$ cat config.mk
export PLATFORM = sky130hd
export DESIGN_NAME = csi2tx_lb_reg_bank
export DESIGN_NICKNAME = d
export VERILOG_FILES = /design/src/rtl/csi2tx_lb_reg_bank.sv
export SDC_FILE = /design/constraint.sdc
export NUM_CORES = 1
export LEC_CHECK = 0
export ABC_CLOCK_PERIOD_IN_PS = 5900
export CORE_ASPECT_RATIO = 1.1
export CORE_UTILIZATION = 24
export CTS_CLUSTER_DIAMETER = 100
export DETAILED_ROUTE_END_ITERATION = 7
export DONT_BUFFER_PORTS = 1
export HOLD_SLACK_MARGIN = 0.08
export PLACE_DENSITY = 0.37
export SETUP_SLACK_MARGIN = 0.02
export SYNTH_ARGS = -nofsm -noshare
export SYNTH_HDL_FRONTEND = slang
export SYNTH_SLANG_ARGS = --single-unit
$ cat constraint.sdc
create_clock -name clk_ahb -period 5.9 [get_ports clk_ahb]
set_clock_uncertainty 0.15 [all_clocks]
set_input_delay 1.18 -clock clk_ahb [delete_from_list [all_inputs] [get_ports clk_ahb]]
set_output_delay 1.18 -clock clk_ahb [all_outputs]
set_load 0.005 [all_outputs]
$ cat src/rtl/csi2tx_lb_reg_bank.sv
// CSI-2 TX local-bus register bank: six 32-bit registers behind a one-wait-state
// AHB-style strobe interface, with sticky status events and a registered interrupt.
module csi2tx_lb_reg_bank #(
    parameter logic [31:0] BASE_ADDR = 32'h0000_0000,
    parameter logic [31:0] VERSION   = 32'h0001_0300
) (
    input  logic        clk_ahb,
    input  logic        rstahb,
    input  logic        lb_cs,
    input  logic        lb_adsm,
    input  logic        lb_wrout,
    input  logic [3:0]  lb_beout,
    input  logic [31:0] lb_aout,
    input  logic [31:0] lb_dout,
    input  logic [7:0]  sts_event,
    output logic [31:0] lb_din,
    output logic        lb_rdyh,
    output logic        ahb_error_flag,
    output logic [31:0] ctrl_reg,
    output logic        irq
);
    typedef enum logic [1:0] {IDLE, RESP, ERR} state_t;

    state_t      state, state_nxt;
    logic [7:0]  status, irq_en, sts_clr;
    logic [31:0] scratch, rdata;
    logic [15:0] acc_cnt;
    logic [2:0]  idx;
    logic        addr_ok, legal, take, wr_en, rd_en;

    function automatic logic [31:0] merge_bytes(input logic [31:0] cur,
                                                input logic [31:0] wdat,
                                                input logic [3:0]  be);
        logic [31:0] res;
        res = cur;
        for (int b = 0; b < 4; b++)
            if (be[b]) res[8*b +: 8] = wdat[8*b +: 8];
        return res;
    endfunction

    // Only word-aligned offsets 0x00..0x14 inside our 256-byte window decode.
    assign idx     = lb_aout[4:2];
    assign addr_ok = (lb_aout[31:8] == BASE_ADDR[31:8]) && (lb_aout[7:5] == 3'd0) &&
                     (lb_aout[1:0] == 2'd0) && (idx <= 3'd5);
    assign legal   = addr_ok && (lb_beout != 4'b0000) && !(lb_wrout && idx[2]);
    assign take    = (state == IDLE) && lb_cs && !rstahb;
    assign wr_en   = take && legal && lb_wrout;
    assign rd_en   = take && legal && lb_adsm && !lb_wrout;
    assign sts_clr = (wr_en && idx == 3'd1 && lb_beout[0]) ? lb_dout[7:0] : 8'h00;

    always_comb begin
        rdata = 32'h0;
        case (idx)
            3'd0:    rdata = ctrl_reg;
            3'd1:    rdata = {24'h0, status};
            3'd2:    rdata = {24'h0, irq_en};
            3'd3:    rdata = scratch;
            3'd4:    rdata = VERSION;
            3'd5:    rdata = {16'h0, acc_cnt};
            default: rdata = 32'h0;
        endcase
    end

    always_comb begin
        state_nxt      = state;
        lb_rdyh        = 1'b1;
        ahb_error_flag = 1'b0;
        case (state)
            IDLE: begin
                if (lb_cs) begin
                    lb_rdyh        = 1'b0;
                    ahb_error_flag = !legal;
                    state_nxt      = legal ? RESP : ERR;
                end
            end
            RESP:    state_nxt = IDLE;
            ERR: begin
                ahb_error_flag = 1'b1;
                state_nxt      = IDLE;
            end
            default: state_nxt = IDLE;
        endcase
        // A response caught by reset is abandoned silently.
        if (rstahb) begin
            state_nxt      = IDLE;
            lb_rdyh        = 1'b1;
            ahb_error_flag = 1'b0;
        end
    end

    always_ff @(posedge clk_ahb) begin
        if (rstahb) begin
            state    <= IDLE;
            ctrl_reg <= 32'h0;
            status   <= 8'h0;
            irq_en   <= 8'h0;
            scratch  <= 32'h0;
            acc_cnt  <= 16'h0;
            lb_din   <= 32'h0;
            irq      <= 1'b0;
        end else begin
            state <= state_nxt;
            if (wr_en && idx == 3'd0) ctrl_reg <= merge_bytes(ctrl_reg, lb_dout, lb_beout);
            if (wr_en && idx == 3'd2 && lb_beout[0]) irq_en <= lb_dout[7:0];
            if (wr_en && idx == 3'd3) scratch <= merge_bytes(scratch, lb_dout, lb_beout);
            // Event set is applied after the clear so a colliding event wins.
            status <= (status & ~sts_clr) | sts_event;
            irq    <= |(status & irq_en);
            if (take && legal) acc_cnt <= acc_cnt + 16'd1;
            lb_din <= rd_en ? rdata : 32'h0;
        end
    end
endmodule
# After elaboration in Yosys (flattened, before gate mapping)
# Index checks and enable logic that the tools add are counted.
# totals
reg_bits	131
in_bits	81
out_inout_bits	67
elab_cells	76
# op_classes
addsub	1
magnitude_cmp	1
eq_ne	6
muxes	9
n_bitwise	6
reduce_logical	39
# ops
operator	count
case mux 32 bit (6 select lines)	1
logical NOT 24 bit	1
logical AND 1 bit	18
adder 16 x 1 -> 16 bit (second input constant)	1
bitwise AND 8 bit	2
AND reduction 2 bit	8
two-way mux 8 bit	1
NOT 8 bit	1
bitwise OR 8 bit	1
OR reduction 8 bit	1
equality test 3 x 2 -> 1 bit (second input constant)	2
equality test 3 bit (second input constant)	2
logical NOT 3 bit	2
two-way mux 1 bit	5
logical NOT 1 bit	4
logical NOT 2 bit	2
nonzero test 4 bit	1
OR reduction 2 bit	2
equality test 3 x 1 -> 1 bit (second input constant)	1
<= comparator 3 bit (second input constant)	1
equality test 2 bit (second input constant)	1
two-way mux 2 bit	1
NOT 1 bit	2
case mux 1 bit (2 select lines)	1

# Longest topological paths before layout
# Gate-level depths: netlist of run 1.
# logic_depth
word_depth	14
mapped_depth	7
depth_no_buf	5

# Worst setup path before layout of run 1
# No wires, ideal clock.
# synth_timing
path_kind	input -> output
from	input lb_beout[1]
to	output ahb_error_flag
t_arrival_ps	2210
required_time_ps	4570
slack_ps	2360
cell_stages	5
cell_sequence	or4_1 -> and4_1 -> nand3_1 -> a21oi_1 -> nor3_1
# synth_between
elab_chain_cells	7
# synth_rtl
item	line_no	text
start, declared	12	input logic [3:0] lb_beout,
nonzero test 4 bit	45	assign legal = addr_ok && (lb_beout != 4'b0000) && !(lb_wrout && idx[2]);
logical AND 1 bit (2 in a row)	45	
logical NOT 1 bit	72	ahb_error_flag = !legal;
two-way mux 1 bit	70	if (lb_cs) begin
case mux 1 bit (2 select lines)	68	case (state)
two-way mux 1 bit	84	if (rstahb) begin
end, declared	18	output logic ahb_error_flag,
# No other way between the ends.

# Final worst setup path of run 1
# Ends and elaborated chain as after synthesis.

==> impl_metrics.csv, run 1 <==
group,metric,value,unit
outcome,outcome,"complete, no violations",
global_routing,use_met2,23.8,%
sta,slew_headroom,36.6,%
global_routing,track_usage,14.7,%
clock_tree,post_cts_buffers,0,
floorplanning,die_area,23600,um^2
worst_hold_path,worst_hold_path.endpoint,"acc_cnt[15]$_SDFFE_PP0N_",
floorplanning,fp.dieW,147,um
synthesis,synth_edf_count,0,
synthesis,syn_avg_cell_area,9.64,um^2
synthesis,synth_top_area_share,47.5,%
detailed_routing,drt_iter0_markers,233,
clock_tree,cts_buffer_depth,2,
setup_path,rrSetupSlack,3.34,ns
clock_tree,htree_levels,4,
floorplanning,initial_core_util,24.7,%
sta,hold_viol_final,0,
cells_and_area,antenna_cells,0,
synthesis,synthTopCellsByArea,"dfxtp_1 (48%), mux2i_1 (13%), nor2_1 (8.8%)",
sta,worst_slew_pin_slew,0.944,ns
floorplanning,fp-row-count,57,
cells_and_area,nets,644,
synthesis,syn-cell-area,5520,um^2
setup_path,required,4.57,ns
synthesis,yosysTopAreaCell,"dfxtp_1",
floorplanning,die_height,161,um
synthesis,synth_warnings,0,
sta,clock.fmax,0.257,GHz
global_routing,overflow,0,
clock_tree,postCtsHoldBufs,0,
setup_path,path_class,"in2out",
clock_tree,cts-root-buf,"clkbuf_16",
synthesis,synthArstFlopShare,0,%
synthesis,ys_ff_latch,131,
synthesis,synthDistinctLibCells,46,
synthesis,ys_seq_area_share,47.5,%
sta,setup_tns,0,ns
detailed_routing,num_vias,4284,
clock_tree,tritoncts,"built",
worst_hold_path,hold_depth,1,
synthesis,synth_common_cells,"dfxtp_1 (131), nor2_1 (129), mux2i_1 (73)",
placement,placement.io_buffers,0,
global_routing,grt_pass1_wl,26.1,mm
cells_and_area,fillers,2326,
cells_and_area,syn_to_final_growth,17.1,%
placement,gp_congestion,0.792,
sta,whs,0.336,ns
sta,setup_viol_count_final,0,
power,p_leak,2.14,nW
setup_path,rr_endpoint,"ctrl_reg[5]$_SDFFE_PP0P_",
clock_tree,cts_sinks,131,
detailed_routing,dr.pass1.iters,4,
setup_path,critPathLaunchType,"input pin",
clock_tree,cts_buffers,17,
synthesis,yosysMostFrequentCell,"dfxtp_1",
placement,dpl.hpwl,11.5,mm
detailed_routing,drc,0,
floorplanning,io_pins,148,
synthesis,synth_nets,654,
synthesis,syn-instance-count,572,
detailed_routing,drt_wl_total,16.8,mm
detailed_routing,routedWlPerCell,19.3,um
sta,grt_setup_unrepaired,"false",
global_routing,grt_max_degree,102,
setup_path,r2r_cells,6,
synthesis,synthFlopType,"dfxtp_1",
global_routing,grt_pass1_vias,4189,
worst_hold_path,hold_path.class,"reg2reg",
worst_hold_path,holdCritStartpoint,"acc_cnt[15]$_SDFFE_PP0N_",
run,maxCapViolations,0,
clock_tree,clkTransAtPathRegs,0.05,ns
setup_path,r2r_start,"state[0]$_SDFFE_PP0P_",
clock_tree,ctsResizeCount,0,
global_routing,antenna_found_initial,0,
detailed_routing,routed_via_density,4.93,
setup_path,cp_max_fo,3,
sta,fin_crit,3.88,ns
sta,post-route-period-util,65.8,%
setup_path,end_kind,"output port",
global_routing,busiest_layer,"met2",
global_routing,grt_use_met3,4.94,%
sta,slew_violations,0,
detailed_routing,ant_nets,0,
global_routing,use_met1,18.1,%
cells_and_area,layout-drive-gt1-share,11.5,%
power,ir_worst_vdd,0.000143,V
power,p_per_area,330,nW/um^2
setup_path,critical_path_arrival,2.55,ns
clock_tree,clock_latency,0.41,ns
floorplanning,coreArea,22300,um^2
-- how the worst max path moves through the flow --
stage	startpoint	end	slack, ns
6_report	lb_beout[1]	ahb_error_flag	2.02
3_5_place_dp	lb_beout[1]	ahb_error_flag	1.98
5_1_grt	lb_beout[1]	ahb_error_flag	1.85
2_1_floorplan	lb_beout[1]	ahb_error_flag	2.36
4_1_cts	lb_beout[1]	ahb_error_flag	1.98
3_3_place_gp	lb_beout[1]	ahb_error_flag	1.97
-- layout by cell type, fill, tap and decap left out, drive strengths merged, types with 2 or more instances in the layout --
| cell type | n |
|---|---|
| nor3 | 4 |
| clkinv | 4 |
| nand4 | 15 |
| and4 | 2 |
| a31o | 2 |
| nand2b | 3 |
| or4 | 7 |
| a21oi | 25 |
| or3 | 5 |
| buf | 7 |
| bufinv | 6 |
| o21ai | 7 |
| clkbuf | 19 |
| nand3 | 8 |
| and2 | 2 |
| nand2 | 12 |
| clkinvlp | 2 |
| o31ai | 4 |
| mux2i | 73 |
| inv | 11 |
| dfxtp | 131 |
| nor2 | 129 |
| a22oi | 41 |
| o21bai | 2 |
| o22a | 8 |
| nor4 | 17 |
| mux2 | 8 |
| a311oi | 8 |
-- layer usage --
layer  wire length, um  up-vias
li1                  -     2045
met1              7210     2084
met2              8000      144
met3              1370       11
met4               223        0
met5                 0        -
-- power by group --
part,switching (mW),total (mW),internal [mW]
Clock,0.403,1.21,0.804
Sequential,0.00425,0.893,0.889
Combinational,0.0198,0.0342,0.0145
-- critical path, cell delays in order --
cell	delay, ns
or4_1	0.53
and4_1	0.22
nand3_1	0.12
a21oi_1	0.08
nor3_1	0.43
-- stage by stage --
| stage | cell area [um^2] | setup WS [ns] | std cells | utilization (%) | total power, mW |
|---|---|---|---|---|---|
| 2_1_floorplan | 5520 | 2.36 | 572 | - | 0.952 |
| 3_3_place_gp | 5790 | 1.97 | 838 | 25.9 | 0.947 |
| 3_5_place_dp | 5790 | 1.98 | 838 | 25.9 | 0.947 |
| 4_1_cts | 6460 | 1.98 | 869 | 29.0 | 2.17 |
| 5_1_grt | 6460 | 1.85 | 869 | 29.0 | 2.22 |
| 6_report | 6460 | 2.02 | 869 | 29.0 | 2.13 |
-- logic make-up after synthesis --
logic type	Yosys count	share of synthesized area, %
compound gates	99	12.4
mux	81	14.9
flops	131	47.5
buf+inv	47	3.45
simple gates	211	21.2
fa+ha+maj	1	0.227
xor+xnor	2	0.318
-- final cells by class --
| cell class | count | area [um^2] | area share, % |
|---|---|---|---|
| clock buffer | 19 | 443 | 6.85 |
| clock inverter | 12 | 230 | 3.56 |
| inverter | 11 | 41.3 | 0.639 |
| multi-input combinational | 394 | 2700 | 41.8 |
| sequential | 131 | 2620 | 40.6 |
| tap | 295 | 369 | 5.71 |
| timing repair buffer | 7 | 52.6 | 0.813 |
No activity file was read; power rests on OpenSTA's default activity.
==> run 2: changes to the inputs <==
- ABC_CLOCK_PERIOD_IN_PS: 5900 -> 4000
- clock period: 5.9 -> 4 ns (I/O delays scaled with it)
==> impl_metrics.csv, run 2 (synthesis results as in run 1) <==
group,metric,value,unit
sta,grt_setup_unrepaired,"false",
sta,setup_ws,0.874,ns
setup_path,path_class,"in2out",
cells_and_area,fillers,2311,
floorplanning,fp-row-count,57,
sta,whs,0.305,ns
cells_and_area,instances_no_fill,877,
placement,placement.io_buffers,0,
clock_tree,cts_buffers,17,
sta,fin_crit,3.13,ns
cells_and_area,final_core_util,28.9,%
detailed_routing,num_vias,4330,
global_routing,antenna_found_initial,0,
clock_tree,clkTransAtPathRegs,0.06,ns
power,power.total,2.94,mW
setup_path,critical_path_arrival,2.18,ns
floorplanning,die_height,161,um
detailed_routing,dr.pass1.iters,4,
setup_path,end_kind,"output port",
sta,setup_tns,0,ns
sta,slew_violations,0,
detailed_routing,drt_wl_total,17.0,mm
setup_path,r2r_start,"state[0]$_SDFFE_PP0P_",
clock_tree,cts-root-buf,"clkbuf_16",
run,maxCapViolations,0,
cells_and_area,layout-drive-gt1-share,12.7,%
setup_path,critPathLaunchType,"input pin",
clock_tree,tritoncts,"built",
global_routing,grt_pass1_vias,4359,
clock_tree,post_cts_buffers,0,
cells_and_area,final_cell_mix,"dfxtp_1 (131), nor2_1 (129), mux2i_1 (73)",
cells_and_area,nets,652,
detailed_routing,drc,0,
detailed_routing,ant_nets,0,
floorplanning,io_pins,148,
placement,post_dp_cell_area,5850,um^2
clock_tree,postCtsHoldBufs,0,
placement,gp_congestion,0.782,
floorplanning,die_area,23600,um^2
floorplanning,initial_core_util,24.7,%
detailed_routing,routedWlPerCell,19.4,um
worst_hold_path,holdCritStartpoint,"rstahb",
power,p_per_area,457,nW/um^2
global_routing,grt_max_degree,102,
global_routing,track_usage,14.8,%
setup_path,required,3.05,ns
power,p_leak,2.15,nW
setup_path,cp_max_fo,3,
power,ir_worst_vdd,0.000232,V
clock_tree,cts_buffer_depth,2,
floorplanning,fp.dieW,147,um
sta,worst_slew_pin_slew,1.00,ns
global_routing,grt_pass1_wl,26.5,mm
detailed_routing,drt_iter0_markers,219,
setup_path,cpPeakStageDelay,0.53,ns
sta,hold_viol_final,0,
global_routing,overflow,0,
detailed_routing,routed_via_density,4.94,
sta,slew_headroom,32.5,%
clock_tree,cts_sinks,131,
cells_and_area,antenna_cells,0,
placement,dpl.hpwl,11.5,mm
setup_path,rrSetupSlack,1.63,ns
clock_tree,ctsResizeCount,0,
clock_tree,clock_latency,0.41,ns
outcome,outcome,"complete, no violations",
sta,clock.fmax,0.320,GHz
floorplanning,coreArea,22300,um^2
cells_and_area,final_cell_area,6440,um^2
sta,setup_viol_count_final,0,
worst_hold_path,hold_path.class,"in2reg",
placement,dp_cells,846,
cells_and_area,syn_to_final_growth,16.8,%
sta,post-route-period-util,78.2,%
clock_tree,htree_levels,4,
cells_and_area,layout_commonest_cell,"dfxtp_1",
setup_path,crit_path_top_delay_cell,"or4_1",
setup_path,crit_chain,"or4_1 -> and4_1 -> nand3_1 -> a21oi_1 -> nor3_1",
placement,pre_cts_slack,0.712,ns
setup_path,crit_start,"lb_beout[1]",
## run 2: cell types whose count changed in the layout (fill, tap and decap cells not counted)
cell,delta
buf_4,+8
bufinv_16,-3
clkinvlp_4,+1
clkinv_2,+3
clkbuf_8,-1
## run 2: layout make-up
cell class | instances | area, um^2 | area share [%]
tap | 295 | 369 | 5.73
timing repair buffer | 15 | 113 | 1.75
sequential | 131 | 2620 | 40.7
clock inverter | 13 | 163 | 2.53
multi-input combinational | 394 | 2700 | 42.0
clock buffer | 18 | 429 | 6.66
inverter | 11 | 41.3 | 0.641
## run 2: final timing paths
| path | end | depth (start not counted) |
|---|---|---|
| hold / removal | ctrl_reg[7]$_SDFFE_PP0P_ | 1 |
| setup reg to reg | scratch[0]$_SDFFE_PP0P_ | 5 |
| hold reg to reg | acc_cnt[15]$_SDFFE_PP0N_ | 1 |
| setup / recovery | ahb_error_flag | 5 |
## run 2: routing by layer
metal	share of wire [%]	track usage, %	wire [um]	vias up
met5	0	0	0	-
met4	1.4	4.64	242	0
met3	8.2	5.03	1390	14
met2	47	23.9	7950	125
met1	44	18.5	7450	2118
li1	-	-	-	2073
## run 2: critical path, delay by kind of cell
| kind | cells | cell delay [ns] |
|---|---|---|
| AOI/OAI and AO/OA | 1 | 0.08 |
| and+or+nand+nor | 4 | 1.30 |
## run 2: power by group
group | internal (mW) | switching (mW)
clock network | 0.976 | 0.597
registers | 1.31 | 0.00599
logic | 0.0213 | 0.0298
total | 2.31 | 0.633
